===== config.mk =====
export PLATFORM = sky130hd
export DESIGN_NAME = multicycle_ctrl
export DESIGN_NICKNAME = d
export VERILOG_FILES = /design/src/rtl/multicycle_ctrl.sv
export SDC_FILE = /design/constraint.sdc
export NUM_CORES = 1
export LEC_CHECK = 0
export ABC_AREA = 1
export BUFFER_PORTS_ARGS = -buffer_cell sky130_fd_sc_hd__clkbuf_2
export CAP_MARGIN = 20
export CORE_MARGIN = 4
export CORE_UTILIZATION = 43
export CTS_CLUSTER_DIAMETER = 120
export DETAILED_ROUTE_END_ITERATION = 10
export GPL_ROUTABILITY_DRIVEN = 0
export PLACE_DENSITY = 0.86
export SYNTH_ARGS = -nofsm -noshare
export SYNTH_HDL_FRONTEND = slang
export SYNTH_SLANG_ARGS = --single-unit

===== constraint.sdc =====
create_clock -name clk -period 1.45 [get_ports clk]
set_clock_uncertainty 0.2 [all_clocks]
set_input_delay 0 -clock clk [delete_from_list [all_inputs] [get_ports clk]]
set_output_delay 0 -clock clk [all_outputs]
set_load 0.005 [all_outputs]

===== src/rtl/multicycle_ctrl.sv =====
// Multi-cycle RV32I control FSM: fetch/decode/exec/mem/wb over one memory port and one ALU.
// Latency: ALU/LUI/AUIPC/store 4, load 5, branch/JAL/JALR 3 cycles, plus one cycle per memory wait.
// Backpressure: FETCH and MEM hold their request steady until mem_ready; reset forces all outputs to 0.
module multicycle_ctrl #(
    parameter int K = 3
) (
    input  logic         clk,
    input  logic         rst,
    input  logic [6:0]   opcode,
    input  logic [2:0]   funct3,
    input  logic         funct7_5,
    input  logic         branch_taken,
    input  logic         mem_ready,
    output logic [K-1:0] imm_sel,
    output logic         ir_we,
    output logic         pc_we,
    output logic [1:0]   pc_src,
    output logic [1:0]   alu_src_a,
    output logic         alu_src_b,
    output logic [1:0]   alu_op,
    output logic         mem_req,
    output logic         mem_we,
    output logic         mem_addr_sel,
    output logic         reg_we,
    output logic [1:0]   wb_sel,
    output logic         illegal,
    output logic [2:0]   state
);

    typedef enum logic [2:0] {
        S_FETCH  = 3'd0,
        S_DECODE = 3'd1,
        S_EXEC   = 3'd2,
        S_MEM    = 3'd3,
        S_WB     = 3'd4,
        S_HALT   = 3'd5
    } state_t;

    localparam logic [6:0] OP_R    = 7'b0110011;
    localparam logic [6:0] OP_I    = 7'b0010011;
    localparam logic [6:0] OP_LD   = 7'b0000011;
    localparam logic [6:0] OP_ST   = 7'b0100011;
    localparam logic [6:0] OP_BR   = 7'b1100011;
    localparam logic [6:0] OP_JAL  = 7'b1101111;
    localparam logic [6:0] OP_JALR = 7'b1100111;
    localparam logic [6:0] OP_LUI  = 7'b0110111;
    localparam logic [6:0] OP_AUI  = 7'b0010111;

    state_t     state_q;
    logic       illegal_q;
    logic       is_r, is_i, is_ld, is_st, is_br, is_jal, is_jalr, is_lui, is_aui;
    logic       dec_bad;
    logic [2:0] imm_dec;

    // Instruction class, legality and immediate format straight from the held IR fields.
    always_comb begin
        is_r    = 1'b0;
        is_i    = 1'b0;
        is_ld   = 1'b0;
        is_st   = 1'b0;
        is_br   = 1'b0;
        is_jal  = 1'b0;
        is_jalr = 1'b0;
        is_lui  = 1'b0;
        is_aui  = 1'b0;
        dec_bad = 1'b0;
        imm_dec = 3'b000;
        case (opcode)
            OP_R:    is_r = 1'b1;
            OP_I: begin
                is_i    = 1'b1;
                dec_bad = (funct3 == 3'b001) && funct7_5;
                if (funct3 == 3'b001 || funct3 == 3'b101) imm_dec = 3'b111;
            end
            OP_LD: begin
                is_ld   = 1'b1;
                dec_bad = (funct3 == 3'b011) || (funct3 == 3'b110) || (funct3 == 3'b111);
            end
            OP_ST: begin
                is_st   = 1'b1;
                dec_bad = (funct3 >= 3'b011);
                imm_dec = 3'b001;
            end
            OP_BR: begin
                is_br   = 1'b1;
                dec_bad = (funct3 == 3'b010) || (funct3 == 3'b011);
                imm_dec = 3'b010;
            end
            OP_JAL: begin
                is_jal  = 1'b1;
                imm_dec = 3'b100;
            end
            OP_JALR: is_jalr = 1'b1;
            OP_LUI: begin
                is_lui  = 1'b1;
                imm_dec = 3'b101;
            end
            OP_AUI: begin
                is_aui  = 1'b1;
                imm_dec = 3'b011;
            end
            default: dec_bad = 1'b1;
        endcase
    end

    always_ff @(posedge clk) begin
        if (rst) begin
            state_q   <= S_FETCH;
            illegal_q <= 1'b0;
        end else begin
            case (state_q)
                S_FETCH:  if (mem_ready) state_q <= S_DECODE;
                S_DECODE: begin
                    if (dec_bad) begin
                        illegal_q <= 1'b1;
                        state_q   <= S_HALT;
                    end else begin
                        state_q   <= S_EXEC;
                    end
                end
                S_EXEC: begin
                    if (is_ld || is_st)                       state_q <= S_MEM;
                    else if (is_r || is_i || is_lui || is_aui) state_q <= S_WB;
                    else                                      state_q <= S_FETCH;
                end
                S_MEM:    if (mem_ready) state_q <= is_ld ? S_WB : S_FETCH;
                S_WB:     state_q <= S_FETCH;
                S_HALT:   state_q <= S_HALT;
                default:  state_q <= S_FETCH;
            endcase
        end
    end

    // Outputs are a function of state and the held IR; reset masks everything so an aborted
    // instruction can never leak a pc_we/reg_we or a memory request.
    always_comb begin
        imm_sel      = '0;
        ir_we        = 1'b0;
        pc_we        = 1'b0;
        pc_src       = 2'b00;
        alu_src_a    = 2'b00;
        alu_src_b    = 1'b0;
        alu_op       = 2'b00;
        mem_req      = 1'b0;
        mem_we       = 1'b0;
        mem_addr_sel = 1'b0;
        reg_we       = 1'b0;
        wb_sel       = 2'b00;
        illegal      = illegal_q & ~rst;
        state        = rst ? 3'd0 : state_q;
        if (!rst) begin
            case (state_q)
                S_FETCH: begin
                    mem_req = 1'b1;
                    ir_we   = mem_ready;
                end
                S_DECODE: imm_sel = K'(imm_dec);
                S_EXEC: begin
                    imm_sel = K'(imm_dec);
                    if (is_r) begin
                        alu_op = 2'b01;
                    end else if (is_i) begin
                        alu_src_b = 1'b1;
                        alu_op    = 2'b01;
                    end else if (is_lui) begin
                        alu_src_a = 2'b10;
                        alu_src_b = 1'b1;
                    end else if (is_aui) begin
                        alu_src_a = 2'b01;
                        alu_src_b = 1'b1;
                    end else if (is_ld || is_st) begin
                        alu_src_b = 1'b1;
                    end else if (is_br) begin
                        alu_src_a = 2'b01;
                        alu_src_b = 1'b1;
                        pc_we     = 1'b1;
                        pc_src    = branch_taken ? 2'b01 : 2'b00;
                    end else if (is_jal) begin
                        alu_src_a = 2'b01;
                        alu_src_b = 1'b1;
                        pc_we     = 1'b1;
                        pc_src    = 2'b01;
                        reg_we    = 1'b1;
                        wb_sel    = 2'b10;
                    end else if (is_jalr) begin
                        alu_src_b = 1'b1;
                        pc_we     = 1'b1;
                        pc_src    = 2'b10;
                        reg_we    = 1'b1;
                        wb_sel    = 2'b10;
                    end
                end
                S_MEM: begin
                    imm_sel      = K'(imm_dec);
                    mem_req      = 1'b1;
                    mem_addr_sel = 1'b1;
                    mem_we       = is_st;
                    pc_we        = is_st & mem_ready;
                end
                S_WB: begin
                    imm_sel = K'(imm_dec);
                    reg_we  = 1'b1;
                    wb_sel  = is_ld ? 2'b01 : 2'b00;
                    pc_we   = 1'b1;
                end
                default: ;
            endcase
        end
    end

endmodule


==> impl_metrics.toml <==
[place]
dp_cells = 186
dp.final_hpwl_mm = 1.77
dp_slack_ns = 0.0103
post_dp_cell_area_um2 = 880
port_buffers = 35

[detailed_routing]
dr.first_iter.drc_count = 52
routed_wl_mm = 2.91
first_pass_iters = 4
drcViolationCount = 0
vias = 1140
via_per_inst = 5.73
wire_per_inst_um = 14.6
antenna_left = 0

[cts]
cts_buffer_depth = 2
cts_tree = "built"
cts_buffers = 3
htree_levels = 1
cts.clk_slew.worst_paths_ns = 0.05
root_buffer = "clkbuf_4"
insertion_delay_ns = 0.25
numClockSinks = 4

[grt]
grt_start_max_net_pins = 16
track_usage = 0.228
antenna_found_initial = 0
grt_pass1_vias = 911
grt_pass1_wl_mm = 3.73
grt_remaining_overflow = 0

[synth]
syn_nets = 150
synth_top_flop_cell = "dfxtp_1"
synth.cell_area_um2 = 671
yosysUniqueCellTypes = 22
yosysWarnings = 0
avgSynthCellArea_um2 = 4.97
synth-async-reset-ratio = 0
synth_area_leaders = "nand2_1 (20%), nor2_1 (16%), dfxtp_1 (12%)"
yosysTopAreaCell = "nand2_1"
synth-seq-area-share = 0.119
synth.top_cell.area_share = 0.201
synth_edf_count = 0
ys_ff_latch = 4
syn_inst = 135

[worst_setup_path]
crit_arrival_ns = 1.51
cp_max_fo = 4
crit_path_start_kind = "flip-flop"
end_kind = "primary output"
crit_required_ns = 1.25
critPathKind = "reg2out"

[pwr]
peakVddDrop_mv = 0.604
p_leak_nw = 0.620
powerDensity_nw_per_um2 = 509

[floorplanning]
die_area_um2 = 2260
die_y_um = 47.5
rows = 13
core_um2 = 1380
die_x_um = 47.5
initial_core_util = 0.485
boundaryPins = 37

[sta]
setup_viol_count_final = 15
max_freq_mhz = 585
rsz0062_at_grt = "true"
fin_crit_ns = 1.71
layout_setup_ws_ns = -0.259
finalHoldViolCount = 0
period_share = 1.18
report.final.slew_viol_count = 0

[final_layout]
stdcell_area_um2 = 1140
final_common_cell = "nand2_1"
final_util = 0.825
fin_cells = 199
drive_gt1_frac = 0.538
area_growth_syn_to_layout_pct = 70.1
most-common-layout-cells = "nand2_1 (31), nor2_1 (23), clkbuf_2 (21)"
diodes = 0
num-nets-final = 201
fill_cells = 86

[hold_path]
worstHoldPathType = "in2reg"

[run]
cap_viol_max_count = 0

[outcome]
violations = "setup timing"
outcome = "complete, but fails checks"
kinds of logic (layout without fill, tap and decap cells):
kind of cell	Yosys count	count (layout)	synth area share
AND/OR/NAND/NOR	95	95	0.636
buffers and inverters	21	70	0.123
AO/OA/AOI/OAI	14	14	0.116
flip-flops	4	4	0.119
other	1	1	0.00559
synthesized netlist by cell type (2+ instances only):
cell type  count
o21ai_0        3
dfxtp_1        4
nand2_1       36
inv_1         12
nor2_1        28
clkbuf_1       2
nor2_2         4
nor3_1        11
inv_2          6
a21oi_1        7
nand2_2        6
nand3_1        6
critical path, cell delays in order (launching register included):
cell     delay (ns)
dfxtp_4        0.36
nor2_4         0.11
inv_2          0.05
nor2_4         0.11
nand2_1        0.12
nor4_2         0.33
buf_2          0.18
power breakdown:
group,internal [W],switching [W],leakage (nW)
clock network,0.0000932,0.0000550,0.0138
registers,0.000126,0.0000184,0.0346
logic,0.000117,0.000171,0.571
final timing paths:
kind | startpoint | endpoint | slack (ns) | cells after the start
max reg2reg | state_q[1] | state_q[0] | -0.03 | 9
min reg2reg | illegal_q | illegal_q | 0.28 | 2
min | rst | state_q[0] | 0.02 | 6
max | state_q[2] | pc_src[0] | -0.26 | 6
registers in the layout, summed over array words and instances (netlist names):
| name | cells |
|---|---|
| illegal_q | 1 |
| state_q | 3 |
metrics by stage:
stage | hold WS (ns) | TNS (ns) | power (W)
after floorplan | -0.169 | 0 | 0.000257
after global placement | 0.0469 | 0 | 0.000316
after detailed placement | 0.0520 | 0 | 0.000323
after CTS | 0.0173 | -0.629 | 0.000496
after global routing | 0.0486 | -2.95 | 0.000616
final | 0.0152 | -1.83 | 0.000580
area by class of cell:
cell class	instances	area, um2	area share
clock buffers	3	22.5	0.0197
inverters	18	67.6	0.0592
multi-input cells	110	644	0.565
flip-flops and latches	4	88.8	0.0779
well taps	15	18.8	0.0164
repair buffers	49	299	0.262
metal layers:
metal / part of all wire / global-route usage / up-vias
li1: - / - / 524
met1: 0.37 / 0.281 / 518
met2: 0.49 / 0.398 / 82
met3: 0.11 / 0.0414 / 16
met4: 0.036 / 0.0718 / 0
met5: 0 / 0 / -
timing repair:
item | CTS | global route
pin swaps | 3 | 8
endpoints found under the hold margin | 3 | 0
gates cloned | 0 | 0
setup buffers | 2 | 7
resized for setup | 19 | 41
endpoints found under the setup margin | 14 | 21
hold buffers | 2 | 0
Power figures use the tool's default switching activity.
